--- src/rtl/GEMM_pkg.sv ---
// Shared GEMM systolic-array types: array command encoding and skew-in FSM states.
package GEMM_pkg;

    typedef enum logic [2:0] {
        CMD_NOP,
        CMD_LOAD_WEIGHTS,
        CMD_STREAM,
        CMD_FLUSH
    } command_t;

    typedef enum logic [1:0] {
        IDLE,
        STREAM,
        DRAIN
    } skew_in_state_t;

endpackage

--- src/rtl/skew_lane.sv ---
// One skew lane: enable-gated DEPTH-stage shift register carrying data plus a valid tag.
module skew_lane #(
    parameter int DEPTH = 1,
    parameter int WIDTH = 32
) (
    input  logic             clk,
    input  logic             resetn,
    input  logic             en,
    input  logic [WIDTH-1:0] din,
    input  logic             din_valid,
    output logic [WIDTH-1:0] dout,
    output logic             dout_valid
);

    logic [DEPTH-1:0][WIDTH-1:0] data_q;
    logic [DEPTH-1:0]            tag_q;

    // NOTE: the stage data is reset along with the tags so the array sees clean
    // zeros after reset; non-blocking assignments let every stage read its
    // neighbour's pre-edge value, which is what makes this a shift register.
    always_ff @(posedge clk) begin
        if (!resetn) begin
            data_q <= '0;
            tag_q  <= '0;
        end else if (en) begin
            data_q[0] <= din;
            tag_q[0]  <= din_valid;
            for (int i = 1; i < DEPTH; i++) begin
                data_q[i] <= data_q[i-1];
                tag_q[i]  <= tag_q[i-1];
            end
        end
    end

    assign dout       = data_q[DEPTH-1];
    assign dout_valid = tag_q[DEPTH-1];

endmodule

--- src/rtl/skew_in_feeder.sv ---
// Input-side skew stage of the GEMM array: lane r delays rows by r extra stream steps.
// Build option SKEW_IN_ZERO_FILL_EN: bubble slots carry zero data instead of in_data.
module skew_in_feeder
    import GEMM_pkg::*;
#(
    parameter int SA_SIZE         = 8,
    parameter int ACTIVATION_SIZE = 32
) (
    input  logic                                     clk,
    input  logic                                     resetn,
    input  command_t                                 cmd,
    input  logic                                     in_valid,
    output logic                                     in_ready,
    input  logic [SA_SIZE-1:0][ACTIVATION_SIZE-1:0]  in_data,
    input  logic                                     in_last,
    output logic [SA_SIZE-1:0][ACTIVATION_SIZE-1:0]  out,
    output logic [SA_SIZE-1:0]                       out_valid,
    output logic                                     busy,
    output logic                                     done
);

    localparam int CNT_W = $clog2(SA_SIZE);
    // Counter value on the drain edge that brings the last row to the final lane.
    localparam logic [CNT_W-1:0] CNT_PRE_LAST = CNT_W'(SA_SIZE - 2);

    skew_in_state_t state_q, state_d;
    logic [CNT_W-1:0] cnt_q, cnt_d;
    logic done_d;
    logic advance;
    logic accept;
    logic [SA_SIZE-1:0][ACTIVATION_SIZE-1:0] lane_din;

    assign advance  = (cmd == CMD_STREAM);
    assign in_ready = advance && (state_q != DRAIN);
    assign accept   = in_valid && in_ready;

`ifdef SKEW_IN_ZERO_FILL_EN
    assign lane_din = accept ? in_data : '0;
`else
    assign lane_din = in_data;
`endif

    for (genvar r = 0; r < SA_SIZE; r++) begin : g_lane
        skew_lane #(
            .DEPTH (r + 1),
            .WIDTH (ACTIVATION_SIZE)
        ) u_lane (
            .clk        (clk),
            .resetn     (resetn),
            .en         (advance),
            .din        (lane_din[r]),
            .din_valid  (accept),
            .dout       (out[r]),
            .dout_valid (out_valid[r])
        );
    end

    // NOTE: every signal driven here gets a default first, so no path leaves
    // it unassigned and no latch is inferred.
    always_comb begin
        state_d = state_q;
        cnt_d   = cnt_q;
        done_d  = 1'b0;
        case (state_q)
            IDLE: begin
                if (accept) begin
                    state_d = in_last ? DRAIN : STREAM;
                    cnt_d   = '0;
                end
            end
            STREAM: begin
                if (accept && in_last) begin
                    state_d = DRAIN;
                    cnt_d   = '0;
                end
            end
            DRAIN: begin
                if (advance) begin
                    cnt_d = cnt_q + 1'b1;
                    if (cnt_q == CNT_PRE_LAST) begin
                        done_d  = 1'b1;
                        state_d = IDLE;
                    end
                end
            end
            default: state_d = IDLE;
        endcase
    end

    always_ff @(posedge clk) begin
        if (!resetn) begin
            state_q <= IDLE;
            cnt_q   <= '0;
            done    <= 1'b0;
            busy    <= 1'b0;
        end else begin
            state_q <= state_d;
            cnt_q   <= cnt_d;
            done    <= done_d;
            busy    <= (state_d != IDLE);
        end
    end

endmodule
--- config.mk ---
export PLATFORM = sky130hd
export DESIGN_NAME = skew_in_feeder
export DESIGN_NICKNAME = d
export VERILOG_FILES = /design/src/rtl/GEMM_pkg.sv /design/src/rtl/skew_lane.sv /design/src/rtl/skew_in_feeder.sv
export SDC_FILE = /design/constraint.sdc
export NUM_CORES = 2
export LEC_CHECK = 0
export CAP_MARGIN = 20
export CORE_MARGIN = 3
export CORE_UTILIZATION = 45
export CTS_CLUSTER_DIAMETER = 150
export DETAILED_ROUTE_END_ITERATION = 10
export HOLD_SLACK_MARGIN = 0.06
export MAX_ROUTING_LAYER = met4
export PLACE_DENSITY = 0.75
export SLEW_MARGIN = 20
export SYNTH_ARGS = -nofsm -noshare
export SYNTH_HDL_FRONTEND = slang
export SYNTH_SLANG_ARGS = --single-unit
export TNS_END_PERCENT = 20
--- constraint.sdc ---
create_clock -name clk -period 1.93 [get_ports clk]
set_input_delay 0.579 -clock clk [delete_from_list [all_inputs] [get_ports clk]]
set_output_delay 0.579 -clock clk [all_outputs]
set_load 0.02 [all_outputs]
==> results.sh <==
export IMPL_end_kind="output pin"
export IMPL_reg2regPathDepth=5
export IMPL_wl_per_cell_um=14.34
export IMPL_layout_drive_gt1_share_pct=11.33
export IMPL_wirelength_mm=98.34
export IMPL_wl_met3_mm=6.247
export IMPL_netlist_area_um2=44500
export IMPL_num_nets_final=5744
export IMPL_slew_violations=0
export IMPL_ios=530
export IMPL_stdcell_count=6856
export IMPL_clk_latency_ps=690
export IMPL_timing_hold_ws_ps=230.1
export IMPL_synth_ff_latch_count=1167
export IMPL_clock_fmax_mhz=494.9
export IMPL_grt_use_total_pct=19.14
export IMPL_root_buffer="clkbuf_16"
export IMPL_critPathMaxFanout=2
export IMPL_layout_commonest_cell="nand2_1"
export IMPL_grt_pass1_vias=30830
export IMPL_grt_pass1_wl_mm=158.9
export IMPL_drc=0
export IMPL_hold_viol=0
export IMPL_cts_tree="built"
export IMPL_clock_path_buffers=3
export IMPL_grt_max_degree=117
export IMPL_avgSynthCellArea_um2=8.394
export IMPL_synth_adder_area_share_pct=0.05623
export IMPL_peakVddDrop_uv=841.0
export IMPL_overflow=0
export IMPL_fp_dieArea_um2=102700
export IMPL_nFillCells=8894
export IMPL_synth_simple_area_share_pct=19.81
export IMPL_syn2layout_area_growth_pct=18.05
export IMPL_htreeDepth=3
export IMPL_min_period_ps=2021
export IMPL_cts_sinks=1167
export IMPL_synth_compound_area_share_pct=19.71
export IMPL_rows=114
export IMPL_maxCapViolations=0
export IMPL_dp_hpwl_mm=66.00
export IMPL_vias_per_cell=4.812
export IMPL_vias=32990
export IMPL_die_x_um=320.5
export IMPL_synthCells=5302
export IMPL_slew_headroom_pct=64.76
export IMPL_layout_common_cells="2321 x nand2_1, 1161 x a21boi_0, 1156 x dfxtp_1, 258 x clkdlybuf4s50_1, 256 x buf_2"
export IMPL_setup_ws_ps=-90.61
export IMPL_syn_nets=5567
export IMPL_status="finished with violations"
export IMPL_synth_area_mux_share_pct=0.02249
export IMPL_rsz0062_at_grt="yes"
export IMPL_finalSetupViolCount=1
export IMPL_yosysWarnings=0
export IMPL_gp_congestion=0.8497
export IMPL_ant_nets=0
export IMPL_first_pass_iters=5
export IMPL_wl_met2_mm=42.87
export IMPL_tightestPinTransition_ps=528.6
export IMPL_worst_endpoint_required_ps=1350
export IMPL_synth_xor_area_share_pct=0
export IMPL_failed_checks="negative setup slack"
export IMPL_criticalPathCategory="input port to output pin"
export IMPL_yosys_area_top_type="dfxtp_1"
export IMPL_io_buffers=529
export IMPL_hp_class="input port to flip-flop"
export IMPL_multi_input_area_um2=17650
export IMPL_path_clk_slew_ps=60
export IMPL_synth_top_area_share_pct=52.50
export IMPL_whs_path_depth=2
export IMPL_dr_max_layer_used="met4"
export IMPL_seq_area_frac_synth_pct=52.50
export IMPL_dr_first_iter_drc_count=2242
export IMPL_start_kind="input port"
export IMPL_drt_met1_wl_mm=45.84
export IMPL_cts_buffers=117
export IMPL_synth_cell_types=25
export IMPL_p_leak_nw=18.24
export IMPL_fin_worst_skew_ps=42.20
export IMPL_min_period_over_period_pct=104.7
export IMPL_initial_core_util_pct=45.68
export IMPL_dpl_cell_count=6636
export IMPL_power_density_nw_per_um2=954.7
export IMPL_synth_area_leaders="dfxtp_1 52%, a21boi_0 20%, nand2_1 20%, buf_4 3.9%, buf_2 2.7%"
export IMPL_coreArea_um2=97420
export IMPL_seqCellArea_um2=23380
export IMPL_worstPathArrival_ps=1440
export IMPL_die_height_um=320.5
export IMPL_antenna_found_initial=9
export IMPL_synth_top_family_by_area="simple AND/OR/NAND/NOR gates"
logic make-up after synthesis:
| group | count (synthesis) |
|---|---|
| AO/OA/AOI/OAI | 1171 |
| adder cells (fa/ha/maj) | 2 |
| buffers and inverters | 623 |
| flip-flops | 1167 |
| multiplexers | 1 |
| AND/OR/NAND/NOR | 2338 |
path summary, 6_finish.rpt:
kind	startpoint	to	slack [ps]
setup / recovery	cmd[2]	in_ready	-90
hold / removal	resetn	g_lane[6].u_lane.data_q[181]$_SDFFE_PN0N_	230
setup reg to reg	state_q[1]$_SDFF_PN0_	cnt_q[0]$_SDFFE_PN0P_	610
hold reg to reg	g_lane[7].u_lane.data_q[146]$_SDFFE_PN0N_	g_lane[7].u_lane.data_q[178]$_SDFFE_PN0N_	430
Yosys cell counts:
| library cell | n |
|---|---|
| a21boi_0 | 1161 |
| a21boi_1 | 1 |
| a21oi_1 | 2 |
| and2_1 | 1 |
| and3_1 | 1 |
| and3b_1 | 1 |
| buf_2 | 236 |
| buf_4 | 233 |
| buf_6 | 1 |
| clkbuf_1 | 151 |
| dfxtp_1 | 1167 |
| ha_1 | 2 |
| inv_1 | 2 |
| mux2i_1 | 1 |
| nand2_1 | 2321 |
| nand2b_1 | 1 |
| nand3_1 | 3 |
| nor2_1 | 3 |
| nor2b_1 | 2 |
| nor3_1 | 2 |
| nor3b_2 | 1 |
| o21ai_0 | 6 |
| o311a_1 | 1 |
| or3_1 | 1 |
| or3b_1 | 1 |
metrics by stage:
stage / setup TNS [ps] / util, % / cell area [um2] / total power [mW] / worst slack, ps
after floorplan: -100.5 / - / 44520 / 26.20 / -100.5
after global placement: -720480 / 51.05 / 49730 / 27.35 / -973.2
after detailed placement: -733690 / 51.05 / 49730 / 27.36 / -976.3
after CTS: -188.3 / 54.00 / 52610 / 50.84 / -110.6
after global routing: -119.2 / 53.93 / 52540 / 52.03 / -119.2
final: -90.61 / 53.93 / 52540 / 50.15 / -90.61
metal layers:
metal	vias up	GRT usage (%)
met5	-	-
met2	712	28.88
met4	0	6.818
met1	15010	25.00
li1	17080	-
met3	191	4.714
state kept, by name, indices dropped and copies added (netlist names):
name / cells
g_lane.u_lane.data_q: 896
g_lane.u_lane.dout: 256
g_lane.u_lane.tag_q: 8
cnt_q: 3
state_q: 2
busy: 1
done: 1
final cells by class:
type                       count  area share [%]
sequential                  1167           44.50
multi-input combinational   3512           33.59
timing repair buffer         679           11.13
inverter                       2         0.01429
tap                         1276           3.039
clock inverter                50           1.246
clock buffer                 161           6.442
antenna                        9         0.04287
where the power goes:
part           switching (mW)  leakage (nW)  total [mW]  internal [mW]
Clock                    9.50          1.99        23.4           13.9
Sequential              0.106          9.42        24.4           24.3
Combinational            1.22          6.83        2.38           1.17
Total                    10.8          18.2        50.2           39.3
worst max-delay path, cell delays in order:
cell and delay, ps:
buf_6 100, or3b_4 500, nor2_4 120, buf_6 120
timing repair:
| item | CTS | global route |
|---|---|---|
| gates cloned | 0 | 0 |
| gates resized for setup | 1115 | 19 |
| pin swaps | 2 | 2 |
| setup buffers | 0 | 1 |
| endpoints found under the setup margin | 372 | 19 |
| hold buffers | 0 | 0 |
Note: power is estimated with default switching activity, not from simulation.
